## src/rtl/decode_stage_pipe.sv

```systemverilog
// Instruction-decode stage: register file, opcode decode, two-word LDM sequencer,
// load-use hazard stall and ID/EX output bank. Optional macro: WB_BYPASS_EN.
module decode_stage_pipe #(
    parameter int DATA_W  = 16,
    parameter int ADDR_W  = 3,
    parameter int REG_CNT = 8,
    parameter int CS_W    = 11
) (
    input  logic              clk,
    input  logic              rst_n,
    input  logic              in_valid,
    output logic              in_ready,
    input  logic [DATA_W-1:0] instruction,
    input  logic              wb_en,
    input  logic [ADDR_W-1:0] wb_addr,
    input  logic [DATA_W-1:0] wb_data,
    input  logic              ex_valid,
    input  logic              ex_memr,
    input  logic [ADDR_W-1:0] ex_rd,
    input  logic              ex_stall,
    input  logic              flush,
    output logic              out_valid,
    output logic [CS_W-1:0]   ctrl,
    output logic [DATA_W-1:0] rd1,
    output logic [DATA_W-1:0] rd2,
    output logic [DATA_W-1:0] imm,
    output logic [ADDR_W-1:0] rs,
    output logic [ADDR_W-1:0] rt,
    output logic [ADDR_W-1:0] rd
);

    typedef enum logic {S_OP, S_IMM} state_t;

    localparam logic [2:0] OP_LDM = 3'b010;

    state_t state_q, state_d;

    logic [DATA_W-1:0] regs_q [REG_CNT];

    logic [2:0]        f_op;
    logic [ADDR_W-1:0] f_rs, f_rt, f_rd;
    logic [DATA_W-1:0] op1, op2;
    logic              hazard, accept;

    logic              out_valid_q, out_valid_d;
    logic [CS_W-1:0]   ctrl_q, ctrl_d;
    logic [DATA_W-1:0] rd1_q, rd1_d, rd2_q, rd2_d, imm_q, imm_d;
    logic [ADDR_W-1:0] rs_q, rs_d, rt_q, rt_d, rd_q, rd_d;

    logic [DATA_W-1:0] hold_rd1_q, hold_rd1_d, hold_rd2_q, hold_rd2_d;
    logic [ADDR_W-1:0] hold_rs_q, hold_rs_d, hold_rt_q, hold_rt_d, hold_rd_q, hold_rd_d;

    assign f_op = instruction[DATA_W-1 -: 3];
    assign f_rs = instruction[DATA_W-4 -: ADDR_W];
    assign f_rt = instruction[DATA_W-4-ADDR_W -: ADDR_W];
    assign f_rd = instruction[DATA_W-4-2*ADDR_W -: ADDR_W];

    function automatic logic [CS_W-1:0] decode(input logic [2:0] op, input logic f0);
        logic [CS_W-1:0] c;
        c = '0;
        case (op)
            3'b001: begin c[0] = 1'b1; c[6] = 1'b1; end
            3'b010: begin c[1] = 1'b1; c[6] = 1'b1; end
            3'b011: begin c[3] = 1'b1; c[4] = 1'b1; c[6] = 1'b1; end
            3'b100: c[2] = 1'b1;
            3'b101: c[5] = 1'b1;
            3'b110: if (f0) begin c[7] = 1'b1; c[6] = 1'b1; end
                    else    c[8] = 1'b1;
            3'b111: if (f0) begin c[9] = 1'b1; c[10] = 1'b1; c[2] = 1'b1; end
                    else    begin c[9] = 1'b1; c[3] = 1'b1; c[4] = 1'b1; c[6] = 1'b1; end
            default: c = '0;
        endcase
        return c;
    endfunction

    always_comb begin
        op1 = (int'(f_rs) < REG_CNT) ? regs_q[f_rs] : '0;
        op2 = (int'(f_rt) < REG_CNT) ? regs_q[f_rt] : '0;
`ifdef WB_BYPASS_EN
        // Same-cycle writeback wins over the stale array value
        if (wb_en && wb_addr == f_rs) op1 = wb_data;
        if (wb_en && wb_addr == f_rt) op2 = wb_data;
`endif
    end

    assign hazard   = (state_q == S_OP) && in_valid && ex_valid && ex_memr &&
                      (ex_rd == f_rs || ex_rd == f_rt);
    assign in_ready = !ex_stall && !hazard && !flush;
    assign accept   = in_valid && in_ready;

    always_comb begin
        state_d     = state_q;
        out_valid_d = 1'b0;
        ctrl_d      = '0;
        rd1_d       = '0;
        rd2_d       = '0;
        imm_d       = '0;
        rs_d        = '0;
        rt_d        = '0;
        rd_d        = '0;
        hold_rd1_d  = hold_rd1_q;
        hold_rd2_d  = hold_rd2_q;
        hold_rs_d   = hold_rs_q;
        hold_rt_d   = hold_rt_q;
        hold_rd_d   = hold_rd_q;
        if (flush) begin
            state_d    = S_OP;
            hold_rd1_d = '0;
            hold_rd2_d = '0;
            hold_rs_d  = '0;
            hold_rt_d  = '0;
            hold_rd_d  = '0;
        end else if (ex_stall) begin
            out_valid_d = out_valid_q;
            ctrl_d      = ctrl_q;
            rd1_d       = rd1_q;
            rd2_d       = rd2_q;
            imm_d       = imm_q;
            rs_d        = rs_q;
            rt_d        = rt_q;
            rd_d        = rd_q;
        end else if (accept) begin
            if (state_q == S_IMM) begin
                // Second LDM word is data, never decoded
                state_d     = S_OP;
                out_valid_d = 1'b1;
                ctrl_d      = decode(OP_LDM, 1'b0);
                rd1_d       = hold_rd1_q;
                rd2_d       = hold_rd2_q;
                imm_d       = instruction;
                rs_d        = hold_rs_q;
                rt_d        = hold_rt_q;
                rd_d        = hold_rd_q;
            end else if (f_op == OP_LDM) begin
                state_d    = S_IMM;
                hold_rd1_d = op1;
                hold_rd2_d = op2;
                hold_rs_d  = f_rs;
                hold_rt_d  = f_rt;
                hold_rd_d  = f_rd;
            end else begin
                out_valid_d = 1'b1;
                ctrl_d      = decode(f_op, instruction[0]);
                rd1_d       = op1;
                rd2_d       = op2;
                rs_d        = f_rs;
                rt_d        = f_rt;
                rd_d        = f_rd;
            end
        end
    end

    always_ff @(posedge clk or negedge rst_n) begin
        if (!rst_n) begin
            for (int i = 0; i < REG_CNT; i++) regs_q[i] <= '0;
        end else if (wb_en && int'(wb_addr) < REG_CNT) begin
            regs_q[wb_addr] <= wb_data;
        end
    end

    always_ff @(posedge clk or negedge rst_n) begin
        if (!rst_n) begin
            state_q     <= S_OP;
            out_valid_q <= 1'b0;
            ctrl_q      <= '0;
            rd1_q       <= '0;
            rd2_q       <= '0;
            imm_q       <= '0;
            rs_q        <= '0;
            rt_q        <= '0;
            rd_q        <= '0;
            hold_rd1_q  <= '0;
            hold_rd2_q  <= '0;
            hold_rs_q   <= '0;
            hold_rt_q   <= '0;
            hold_rd_q   <= '0;
        end else begin
            state_q     <= state_d;
            out_valid_q <= out_valid_d;
            ctrl_q      <= ctrl_d;
            rd1_q       <= rd1_d;
            rd2_q       <= rd2_d;
            imm_q       <= imm_d;
            rs_q        <= rs_d;
            rt_q        <= rt_d;
            rd_q        <= rd_d;
            hold_rd1_q  <= hold_rd1_d;
            hold_rd2_q  <= hold_rd2_d;
            hold_rs_q   <= hold_rs_d;
            hold_rt_q   <= hold_rt_d;
            hold_rd_q   <= hold_rd_d;
        end
    end

    assign out_valid = out_valid_q;
    assign ctrl      = ctrl_q;
    assign rd1       = rd1_q;
    assign rd2       = rd2_q;
    assign imm       = imm_q;
    assign rs        = rs_q;
    assign rt        = rt_q;
    assign rd        = rd_q;

endmodule
```

## config.mk

```make
export PLATFORM = sky130hd
export DESIGN_NAME = decode_stage_pipe
export DESIGN_NICKNAME = d
export VERILOG_FILES = /design/src/rtl/decode_stage_pipe.sv
export SDC_FILE = /design/constraint.sdc
export NUM_CORES = 1
export LEC_CHECK = 0
export BUFFER_PORTS_ARGS = -buffer_cell sky130_fd_sc_hd__buf_2
export CELL_PAD_IN_SITES_DETAIL_PLACEMENT = 1
export CELL_PAD_IN_SITES_GLOBAL_PLACEMENT = 1
export CORE_UTILIZATION = 55
export CTS_BUF_LIST = sky130_fd_sc_hd__clkbuf_8
export CTS_CLUSTER_SIZE = 8
export DETAILED_ROUTE_END_ITERATION = 8
export PLACE_DENSITY_LB_ADDON = 0.2
export SLEW_MARGIN = 15
export SYNTH_ARGS = -nofsm -noshare
export SYNTH_HDL_FRONTEND = slang
export SYNTH_SLANG_ARGS = --single-unit
```

## constraint.sdc

```tcl
create_clock -name clk -period 3.9 [get_ports clk]
set_input_delay 0.39 -clock clk [delete_from_list [all_inputs] [get_ports clk]]
set_output_delay 0.39 -clock clk [all_outputs]
set_load 0.01 [all_outputs]
```

Yosys cells after proc, flatten, opt, wreduce, memory -nomap -nowiden
Index checks and enable logic that the tools add are counted.
{"block": "op_classes", "n_addsub": 0, "multipliers": 0, "div": 0, "order_cmp": 4, "n_eq_ne": 11, "shift": 0, "n_mux": 89, "bitwise_logic": 4, "n_reduce_logical": 17}
{"op": "$mux W16", "count": 29}
{"op": "$bwmux W128", "count": 1}
{"op": "$bmux W16 S3", "count": 2}
{"op": "$mux W3", "count": 30}
{"op": "$mux W11", "count": 5}
{"op": "$demux W16 S3", "count": 1}
{"op": "$mux W1", "count": 14}
{"op": "$eq A3 B3 Y1 const B", "count": 4}
{"op": "$ge A4 B4 Y1 const B", "count": 3}
{"op": "$not A3 Y4", "count": 3}
{"op": "$logic_and A1 B1 Y1", "count": 8}
{"op": "$mux W2", "count": 4}
{"op": "$eq A3 B2 Y1 const B", "count": 2}
{"op": "$eq A3 B3 Y1", "count": 2}
{"op": "$lt A4 B1 Y1 const B", "count": 1}
{"op": "$pmux W2 S2", "count": 1}
{"op": "$reduce_and A4 Y1", "count": 1}
{"op": "$reduce_bool A2 Y1", "count": 2}
{"op": "$eq A3 B1 Y1 const B", "count": 1}
{"op": "$logic_not A1 Y1", "count": 3}
{"op": "$pmux W1 S3", "count": 1}
{"op": "$ne A2 B1 Y1 const B", "count": 1}
{"op": "$ne A2 B2 Y1 const B", "count": 1}
{"op": "$pmux W1 S2", "count": 1}
{"op": "4 further kinds", "count": 4}
{"block": "totals", "ff_bits": 239, "latchBits": 0, "ramBits": 0, "mem_bits_ro": 0, "inputBits": 46, "out_inout_bits": 70, "elab_cells": 147, "mem_count": 0}

Longest topological paths before layout
Gate-level depths: netlist (run 1).
{"block": "depth", "word_depth": 12, "ltp_mapped": 7, "ltp_nobuf": 4}

Worst setup path after synthesis (run 1)
OpenSTA, ideal clock, no wires.
{"block": "synth_path", "path_kind": "in2reg", "startpoint": "in instruction[13]", "endpoint": "reg hold_rd_q[0]", "setup_time_ns": 0.125, "arrival_ns": 1.742, "t_required_ns": 3.775, "slack_ns": 2.033, "cell_stages": 7, "n_path_buf": 3, "cell_sequence": "buf_2 > nor4b_1 > nand2_1 > and3b_1 > buf_4 > buf_8 > mux2_4"}
{"block": "synth_between", "elab_chain_len": 3}
{"element": "start: declaration", "line_no": "13", "text": "input logic [DATA_W-1:0] instruction,"}
{"element": "$eq A3 B2 Y1", "line_no": "134", "text": "end else if (f_op == OP_LDM) begin"}
{"element": "$reduce_bool A2 Y1 (no source line)"}
{"element": "$reduce_and A4 Y1 (no source line)"}
{"element": "end signal: assignment", "line_no": "191", "text": "hold_rd_q <= hold_rd_d;"}
{"element": "end: declaration", "line_no": "51", "text": "logic [ADDR_W-1:0] hold_rs_q, hold_rs_d, hold_rt_q, hold_rt_d, hold_rd_q, hold_rd_d;"}
No other way between the ends.
A chain may end at the register's enable or synchronous reset.

Worst setup path in the final report (run 1)
{"block": "layout_path", "startpoint": "reg state_q", "endpoint": "reg hold_rd1_q[3]"}
{"block": "layout_between", "elab_chain_len": 11, "word_cells_on_any_way": 12, "classes_between": "eq/ne (1); bitwise (1); reduce/logical (10)"}
{"element": "start: declaration", "line_no": "36", "text": "state_t state_q, state_d;"}
{"element": "start signal: assignment", "line_no": "178", "text": "state_q <= state_d;"}
{"element": "$not A1 Y1", "line_no": "86", "text": "assign hazard = (state_q == S_OP) && in_valid && ex_valid && ex_memr &&"}
{"element": "$logic_and A1 B1 Y1 (4 in series)", "line_no": "86"}
{"element": "$logic_not A1 Y1", "line_no": "88", "text": "assign in_ready = !ex_stall && !hazard && !flush;"}
{"element": "$logic_and A1 B1 Y1 (2 in series)", "line_no": "88"}
{"element": "$logic_and A1 B1 Y1", "line_no": "89", "text": "assign accept = in_valid && in_ready;"}
{"element": "$reduce_bool A2 Y1 (no source line)"}
{"element": "$reduce_and A4 Y1 (no source line) *"}
{"element": "end signal: assignment", "line_no": "187", "text": "hold_rd1_q <= hold_rd1_d;"}
{"element": "end: declaration", "line_no": "50", "text": "logic [DATA_W-1:0] hold_rd1_q, hold_rd1_d, hold_rd2_q, hold_rd2_d;"}
Mark *: on every way between the ends. The rest lies on a longest branch, timed or not.

==> impl_metrics.ini, run 1 <==
[cts]
h-tree-depth = 2
clk_path_buf_depth = 3
clock_latency_ns = 0.54
hold_buffers = 0
clock_sinks = 238
cts_tree = yes
cts_setup_buffers = 0
numCtsBuffers = 40
cts_resized = 0
clk_pin_slew_ns = 0.06
cts_root_buffer = clkbuf_8

[route]
avgViaCountPerCell = 6.22
first_pass_iters = 5
num_vias = 7408
drt_iter0_drc = 361
routedWlPerCell_um = 24.7
wirelength_um = 29500
final_antenna_net_count = 0
drc = 0

[setup_path]
r2r_start = state_q$_DFFE_PN0P_
cp_top_family = simple AND/OR/NAND/NOR gates
crit_required_ns = 4.34
worstSetupEndpointType = flip-flop
path_class = flip-flop to flip-flop
max_stage_delay_ns = 0.79
cp.arrival_ns = 3.18
startpoint_type = flip-flop
critPathBufInv = 1
cp_slowest_cell = and3b_2
critical_path.max_fanout = 26
worstPathCellList = nor4b_1 > nand2_1 > and3b_2 > buf_4 > mux2i_1
timing.critical_path.from = state_q$_DFFE_PN0P_

[pwr]
p_comb_frac = 0.174
intPower_mw = 4.59
powerDensity_nw_per_um2 = 489
sw_frac_of_total = 0.271
vdd_ir_drop_max_v = 0.000315
pwr-share-seq = 0.485
switchingPower_mw = 1.70
clockPowerShare = 0.342
total_leakage_power_nw = 5.80
p_total_mw = 6.29

[synthesis]
netlist_area_um2 = 11300
synth.distinct_cells = 39
yosysWarnings = 0
synth_area_leader_cell = dfrtp_1
synth_common_cells = dfrtp_1 (238), mux2_2 (129), mux2i_1 (64), mux4_2 (64), o21ai_0 (49)
synth-seq-area-share = 0.526
synthTopCellsByArea = dfrtp_1 (53%), mux2_2 (13%), mux4_2 (13%)
async_flop_share = 1.00
avgSynthCellArea_um2 = 14.4
synth_edf_count = 0
synth_fp_nets = 833
ys_ff_latch = 238
netlist.area_leader.share = 0.526
yosys.cell_count.top_type = dfrtp_1
synth_cells = 787
ys.flop_type = dfrtp_1

[placement]
dp_cells = 1124
gp_congestion = 0.820
pre_cts_slack_ns = 1.03
dpl-instance-area_um2 = 12100
hpwlAfterDp_um = 18900
port_buffers = 115

[final_layout]
finish.instance_area_um2 = 12900
drive_gt1_frac = 0.432
n_fill_cell = 1926
layout.nets = 942
final_util = 0.637
post_layout_nonfiller_instances = 1191
area_growth_pct = 13.7

[floorplan]
initial_core_util = 0.560
design.die.area_um2 = 21200
fp.dieH_um = 146
io_pins = 116
rows = 52
coreArea_um2 = 20200
die_width_um = 146

[run_status]
violations = hold timing
status = finished with violations

[sta]
fmax_mhz = 365
fin_crit_sh = 0.702
rsz0062_at_grt = false
fin_ws_ns = 1.16
setup_tns_ns = 0
layout_min_cycle_time_ns = 2.74
setup_viol = 0
hold_viol = 22
worst_pin_slew_ns = 1.13
relSlewSlack = 0.245
slew_viol_final = 0
hold_ws_ns = -0.0325
final.setup_skew_ns = 0.0174

[global_routing]
antenna_found_initial = 1
grt_pass1_vias = 8188
grt_usage = 0.295
grt_pass1_wl_um = 47800
grt_overflow = 0
grt_max_degree = 132

[job]
maxCapViolations = 0

[min_path]
min_path_type = input port to async pin
==> flip-flops by register name (all words and copies together), names as in the netlist, 10 cells and up <==
signal and cells:
hold_rd1_q 16, imm 16, regs_q 128, rd1 16
rd2 16, hold_rd2_q 16, ctrl 10
==> kinds of logic (layout without fill, tap and decap cells) <==
logic type / after synthesis / count (layout) / share of synthesized area
mux: 265 / 265 / 0.323
flops: 238 / 238 / 0.526
compound gates: 114 / 114 / 0.0668
simple gates: 95 / 95 / 0.0502
buf+inv: 69 / 202 / 0.0301
xor+xnor: 6 / 6 / 0.00464
other cells: 0 / 1 / 0
==> worst paths after layout <==
kind	to	slack, ns	depth (start not counted)
worst max-delay path	hold_rd1_q[3]$_DFFE_PN0P_	1.16	5
worst min-delay path	rd2[1]$_DFFE_PN0P_	-0.03	1
worst max register to register	hold_rd1_q[3]$_DFFE_PN0P_	1.16	5
worst min register to register	ctrl[8]$_DFFE_PN0P_	0.47	2
max in group asynchronous	hold_rd1_q[13]$_DFFE_PN0P_	2.83	2
min in group clk	imm[2]$_DFFE_PN0P_	0.08	2
==> worst reg2reg max path, delay by kind of cell (launching register included) <==
family / cells / cell delay [ns]
buffers and inverters: 1 / 0.43
flip-flops: 1 / 0.58
multiplexers: 1 / 0.27
AND/OR/NAND/NOR: 3 / 1.38
==> cell usage in the layout, fill, tap and decap left out, types with 2 or more instances in the layout <==
master / count
a22o_1: 16
a22oi_1: 41
buf_2: 114
buf_4: 17
clkbuf_8: 52
clkinv_2: 3
dfrtp_1: 238
inv_1: 14
mux2_2: 129
mux2_4: 8
mux2i_1: 64
mux4_2: 64
nand2_1: 25
nand2b_1: 34
nand3_1: 5
nand4_1: 4
nand4b_1: 4
nor2b_1: 9
nor3_4: 2
nor3b_4: 2
o21ai_0: 49
o31ai_1: 2
o41ai_1: 2
xnor2_1: 6
==> layout make-up <==
| cell class | count | area, um^2 | area share |
|---|---|---|---|
| inverters | 3 | 11.3 | 0.000874 |
| clock buffers | 52 | 716 | 0.0556 |
| well taps | 270 | 338 | 0.0262 |
| multi-input cells | 480 | 5070 | 0.393 |
| diodes | 1 | 2.50 | 0.000194 |
| repair buffers | 133 | 733 | 0.0569 |
| flip-flops and latches | 238 | 5960 | 0.462 |
| clock inverters | 14 | 56.3 | 0.00437 |
==> layer usage <==
layer	vias up	track usage	routed length [um]
li1	3180	-	-
met4	0	0.0895	665
met3	55	0.0505	1530
met5	-	0	0
met2	231	0.495	15000
met1	3942	0.396	12300
==> power by group through the flow <==
stage,sequential (mW),clock (mW),combinational (mW)
6_report,3.05,2.15,1.09
5_1_grt,3.09,2.31,1.17
4_1_cts,3.04,2.20,1.10
3_5_place_dp,3.09,0,1.09
3_3_place_gp,3.02,0,1.04
2_1_floorplan,3.00,0,0.763
Power figures use the tool's default switching activity.
==> run 2, diff against run 1 <==
- CORE_UTILIZATION: 55 -> 51
- clock period: 3.9 -> 2.7 ns (I/O delays scaled with it)
==> impl_metrics.ini, run 2 (synthesis gave the netlist of run 1 again) <==
[setup_path]
reg2reg_setup_slack_ns = 0.34
r2r_cells = 5
critical_path.max_fanout = 17
startpoint_type = flip-flop
crit_required_ns = 2.43
path_class = flip-flop to primary output
worstSetupEndpointType = primary output
cp.arrival_ns = 2.14
r2r-end = hold_rd2_q[15]$_DFFE_PN0P_
r2r_start = state_q$_DFFE_PN0P_

[sta]
setup_viol = 0
slew_viol_final = 0
relSlewSlack = 0.593
final.setup_skew_ns = 0.00910
layout_min_cycle_time_ns = 2.41
fin_crit_sh = 0.894
rsz0062_at_grt = false
hold_viol = 0
hold_ws_ns = 0.0736
worst_pin_slew_ns = 0.611
fmax_mhz = 414
setup_tns_ns = 0

[final_layout]
n_fill_cell = 2093
antenna_cells = 0
largest_reg_flops = 128
final_util = 0.603
layout.nets = 967
regMostFlops = regs_q
area_growth_pct = 16.2
final_common_cell = dfrtp_1
post_layout_nonfiller_instances = 1229
drive_gt1_frac = 0.433
final_cell_mix = dfrtp_1 (238), mux2_2 (129), buf_2 (114)

[global_routing]
grt_max_degree = 76
grt_pass1_wl_um = 47000
antenna_found_initial = 1
grt_overflow = 0
grt_pass1_vias = 8181
grt_usage = 0.276

[route]
final_antenna_net_count = 0
drc = 0
first_pass_iters = 4
avgViaCountPerCell = 6.07
drt_iter0_drc = 306
wirelength_um = 29900
routedWlPerCell_um = 24.4
num_vias = 7461

[cts]
numCtsBuffers = 41
cts_setup_buffers = 0
h-tree-depth = 2
clock_latency_ns = 0.54
clock_sinks = 238
cts_root_buffer = clkbuf_8
clk_pin_slew_ns = 0.06
cts_tree = yes
clk_path_buf_depth = 3

[floorplan]
design.die.area_um2 = 22800
coreArea_um2 = 21800
rows = 54
initial_core_util = 0.519
io_pins = 116
die_width_um = 151
fp.dieH_um = 151

[min_path]
hp-start = wb_data[8]
min_path_type = input port to flip-flop
hold_end = regs_q[24]$_DFFE_PN0P_
holdPathStages = 2

[placement]
gp_congestion = 0.808
hpwlAfterDp_um = 19800
dp_cells = 1149
port_buffers = 115

[pwr]
powerDensity_nw_per_um2 = 701
vdd_ir_drop_max_v = 0.000466
total_leakage_power_nw = 5.95

[job]
maxCapViolations = 0

[run_status]
status = completed
run 2: report_power, final:
part	total (mW)	switching (mW)	leakage (nW)	internal (mW)
logic	1.62	0.715	2.42	0.903
clock network	3.22	1.43	0.475	1.78
registers	4.40	0.352	3.06	4.05
total	9.23	2.50	5.95	6.73
run 2: worst max-delay path by stage:
stage | startpoint | endpoint | slack [ns] | cells past startpoint
3_5_place_dp | state_q$_DFFE_PN0P_ | hold_rd2_q[15]$_DFFE_PN0P_ | 0.37 | 5
2_1_floorplan | state_q$_DFFE_PN0P_ | hold_rd_q[0]$_DFFE_PN0P_ | 0.94 | 7
3_3_place_gp | state_q$_DFFE_PN0P_ | hold_rd2_q[1]$_DFFE_PN0P_ | 0.41 | 5
4_1_cts | state_q$_DFFE_PN0P_ | in_ready | 0.29 | 5
5_1_grt | state_q$_DFFE_PN0P_ | in_ready | 0.13 | 5
6_report | state_q$_DFFE_PN0P_ | in_ready | 0.29 | 5
run 2: final cells by class:
type / count / area (um^2) / share of cell area
multi-input cells: 480 / 5040 / 0.383
flip-flops and latches: 238 / 5960 / 0.452
clock buffers: 51 / 702 / 0.0533
clock inverters: 20 / 106 / 0.00808
inverters: 3 / 11.3 / 0.000855
repair buffers: 157 / 998 / 0.0758
well taps: 280 / 350 / 0.0266
run 2: timing repair:
item                                   CTS  global route
hold buffers                             9             0
gates resized for setup                  0             0
endpoints found under the hold margin   80             0
run 2: per-stage QoR:
stage | area [um^2] | setup WS (ns) | total power [mW]
after floorplan | 11300 | 0.937 | 5.44
after global placement | 12300 | 0.406 | 5.89
after detailed placement | 12300 | 0.368 | 6.06
after CTS | 13200 | 0.292 | 9.31
after global routing | 13200 | 0.126 | 9.65
final | 13200 | 0.287 | 9.23
run 2: layer usage:
metal,share of wire,track usage,up-vias,wire (um)
met4,0.020,0.0790,2,588
met1,0.42,0.363,3991,12700
met3,0.043,0.0476,42,1280
met5,0.00033,0,-,10
met2,0.51,0.469,190,15400
li1,-,-,3236,-
run 2: worst max-delay path, stage by stage, from the launching register on:
cell and delay (ns):
dfrtp_1 0.68, and4b_1 0.29, nand4_1 0.16, nand2_1 0.12, nor3_1 0.18, buf_2 0.17
==> run 3, diff against run 2 <==
- CORE_UTILIZATION: 51 -> 46
- clock period: 2.7 -> 2.1 ns (I/O delays scaled with it)
==> impl_metrics.ini, run 3 (synthesis gave the netlist of run 1 again) <==
[sta]
layout_min_cycle_time_ns = 2.04
worst_pin_slew_ns = 0.508
setup_tns_ns = 0
rsz0062_at_grt = false
relSlewSlack = 0.661
slew_viol_final = 0
final.setup_skew_ns = 0.00910
setup_viol = 0
hold_viol = 0
fin_crit_sh = 0.971
fmax_mhz = 491
fin_ws_ns = 0.0614

[cts]
numCtsBuffers = 42
clk_path_buf_depth = 3
clock_sinks = 238
clk_pin_slew_ns = 0.06
clock_latency_ns = 0.54
h-tree-depth = 2
cts_tree = yes
cts_root_buffer = clkbuf_8

[min_path]
hp-start = ex_stall
holdPathStages = 3
min_path_type = input port to flip-flop
hold_end = ctrl[10]$_DFFE_PN0P_

[placement]
port_buffers = 115
pre_cts_slack_ns = 0.179
gp_congestion = 0.814
hpwlAfterDp_um = 19800
dpl-instance-area_um2 = 12400

[global_routing]
antenna_found_initial = 1
grt_max_degree = 58
grt_overflow = 0
grt_pass1_vias = 8397
grt_usage = 0.250
grt_pass1_wl_um = 49200

[run_status]
status = completed

[final_layout]
layout.nets = 984
area_growth_pct = 18.7
final_common_cell = dfrtp_1
final_cell_mix = dfrtp_1 (237), mux2_2 (129), buf_2 (114)
register_area_um2 = 5960
drive_gt1_frac = 0.441
finish.instance_area_um2 = 13400
multi_input_comb_area_um2 = 5040
regMostFlops = regs_q
n_fill_cell = 2367
largest_reg_flops = 128

[route]
wirelength_um = 30500
avgViaCountPerCell = 5.83
routedWlPerCell_um = 23.6
num_vias = 7543
final_antenna_net_count = 0
first_pass_iters = 4
drt_iter0_drc = 536
drc = 0

[setup_path]
startpoint_type = flip-flop
r2r_cells = 5
worstSetupEndpointType = primary output
path_class = flip-flop to primary output
cp.arrival_ns = 1.83
crit_required_ns = 1.89
r2r-end = hold_rd_q[2]$_DFFE_PN0P_
critical_path.max_fanout = 8
reg2reg_setup_slack_ns = 0.13
r2r_start = state_q$_DFFE_PN0P_

[floorplan]
design.die.area_um2 = 25300
die_width_um = 159
io_pins = 116
fp.dieH_um = 159
coreArea_um2 = 24200
initial_core_util = 0.467
rows = 57

[job]
maxCapViolations = 0

[pwr]
total_leakage_power_nw = 6.05
powerDensity_nw_per_um2 = 895
vdd_ir_drop_max_v = 0.000346
[run 3: worst max path at each step]
| stage | from | to | cells past startpoint |
|---|---|---|---|
| floorplan | state_q$_DFFE_PN0P_ | hold_rd_q[0]$_DFFE_PN0P_ | 7 |
| global placement | instruction[7] | hold_rd2_q[5]$_DFFE_PN0P_ | 5 |
| detailed placement | state_q$_DFFE_PN0P_ | hold_rd_q[2]$_DFFE_PN0P_ | 5 |
| CTS | state_q$_DFFE_PN0P_ | in_ready | 5 |
| global route | state_q$_DFFE_PN0P_ | in_ready | 5 |
| finish | state_q$_DFFE_PN0P_ | in_ready | 5 |
[run 3: where the power goes]
group | switching (mW) | internal [mW] | leakage, nW | total [mW]
Clock | 1.89 | 2.38 | 0.493 | 4.27
Combinational | 0.900 | 1.20 | 2.50 | 2.10
Sequential | 0.465 | 5.20 | 3.06 | 5.67
[run 3: layout make-up]
class / count / share of cell area
sequential: 238 / 0.443
multi-input combinational: 480 / 0.375
timing repair buffer: 173 / 0.0875
clock buffer: 56 / 0.0573
tap: 324 / 0.0301
clock inverter: 18 / 0.00605
inverter: 3 / 0.000837
antenna: 1 / 0.000186
[run 3: timing repair]
action,4_1_cts,5_1_grt
setup endpoints to repair,0,1
hold buffers,17,0
endpoints found under the hold margin,279,0
buffers inserted,0,2
resized for setup,0,1
[run 3: per-layer routing]
layer  vias to the layer above  track usage  wire [um]
li1                       3267            -          -
met1                      4062        0.332      13300
met2                       184        0.429      15400
met3                        30       0.0479       1390
met4                         0       0.0542        328
met5                         -            0          0
[run 3: worst max-delay path, stage by stage (launching register included)]
cell and delay, ns:
dfrtp_2 0.45, and4b_1 0.31, nand4_1 0.17, nand2_1 0.14, nor3_1 0.06, buf_2 0.17
[run 3: per-stage QoR]
step	hold WS [ns]	power, mW	utilization	std cells
after detailed placement	0.114	7.81	0.512	1199
after global routing	0.00860	12.6	0.555	1293
after global placement	0.109	7.63	0.512	1199
after floorplan	-0.0856	6.99	-	787
after CTS	0.000561	12.1	0.554	1290
final	0.0167	12.0	0.555	1293
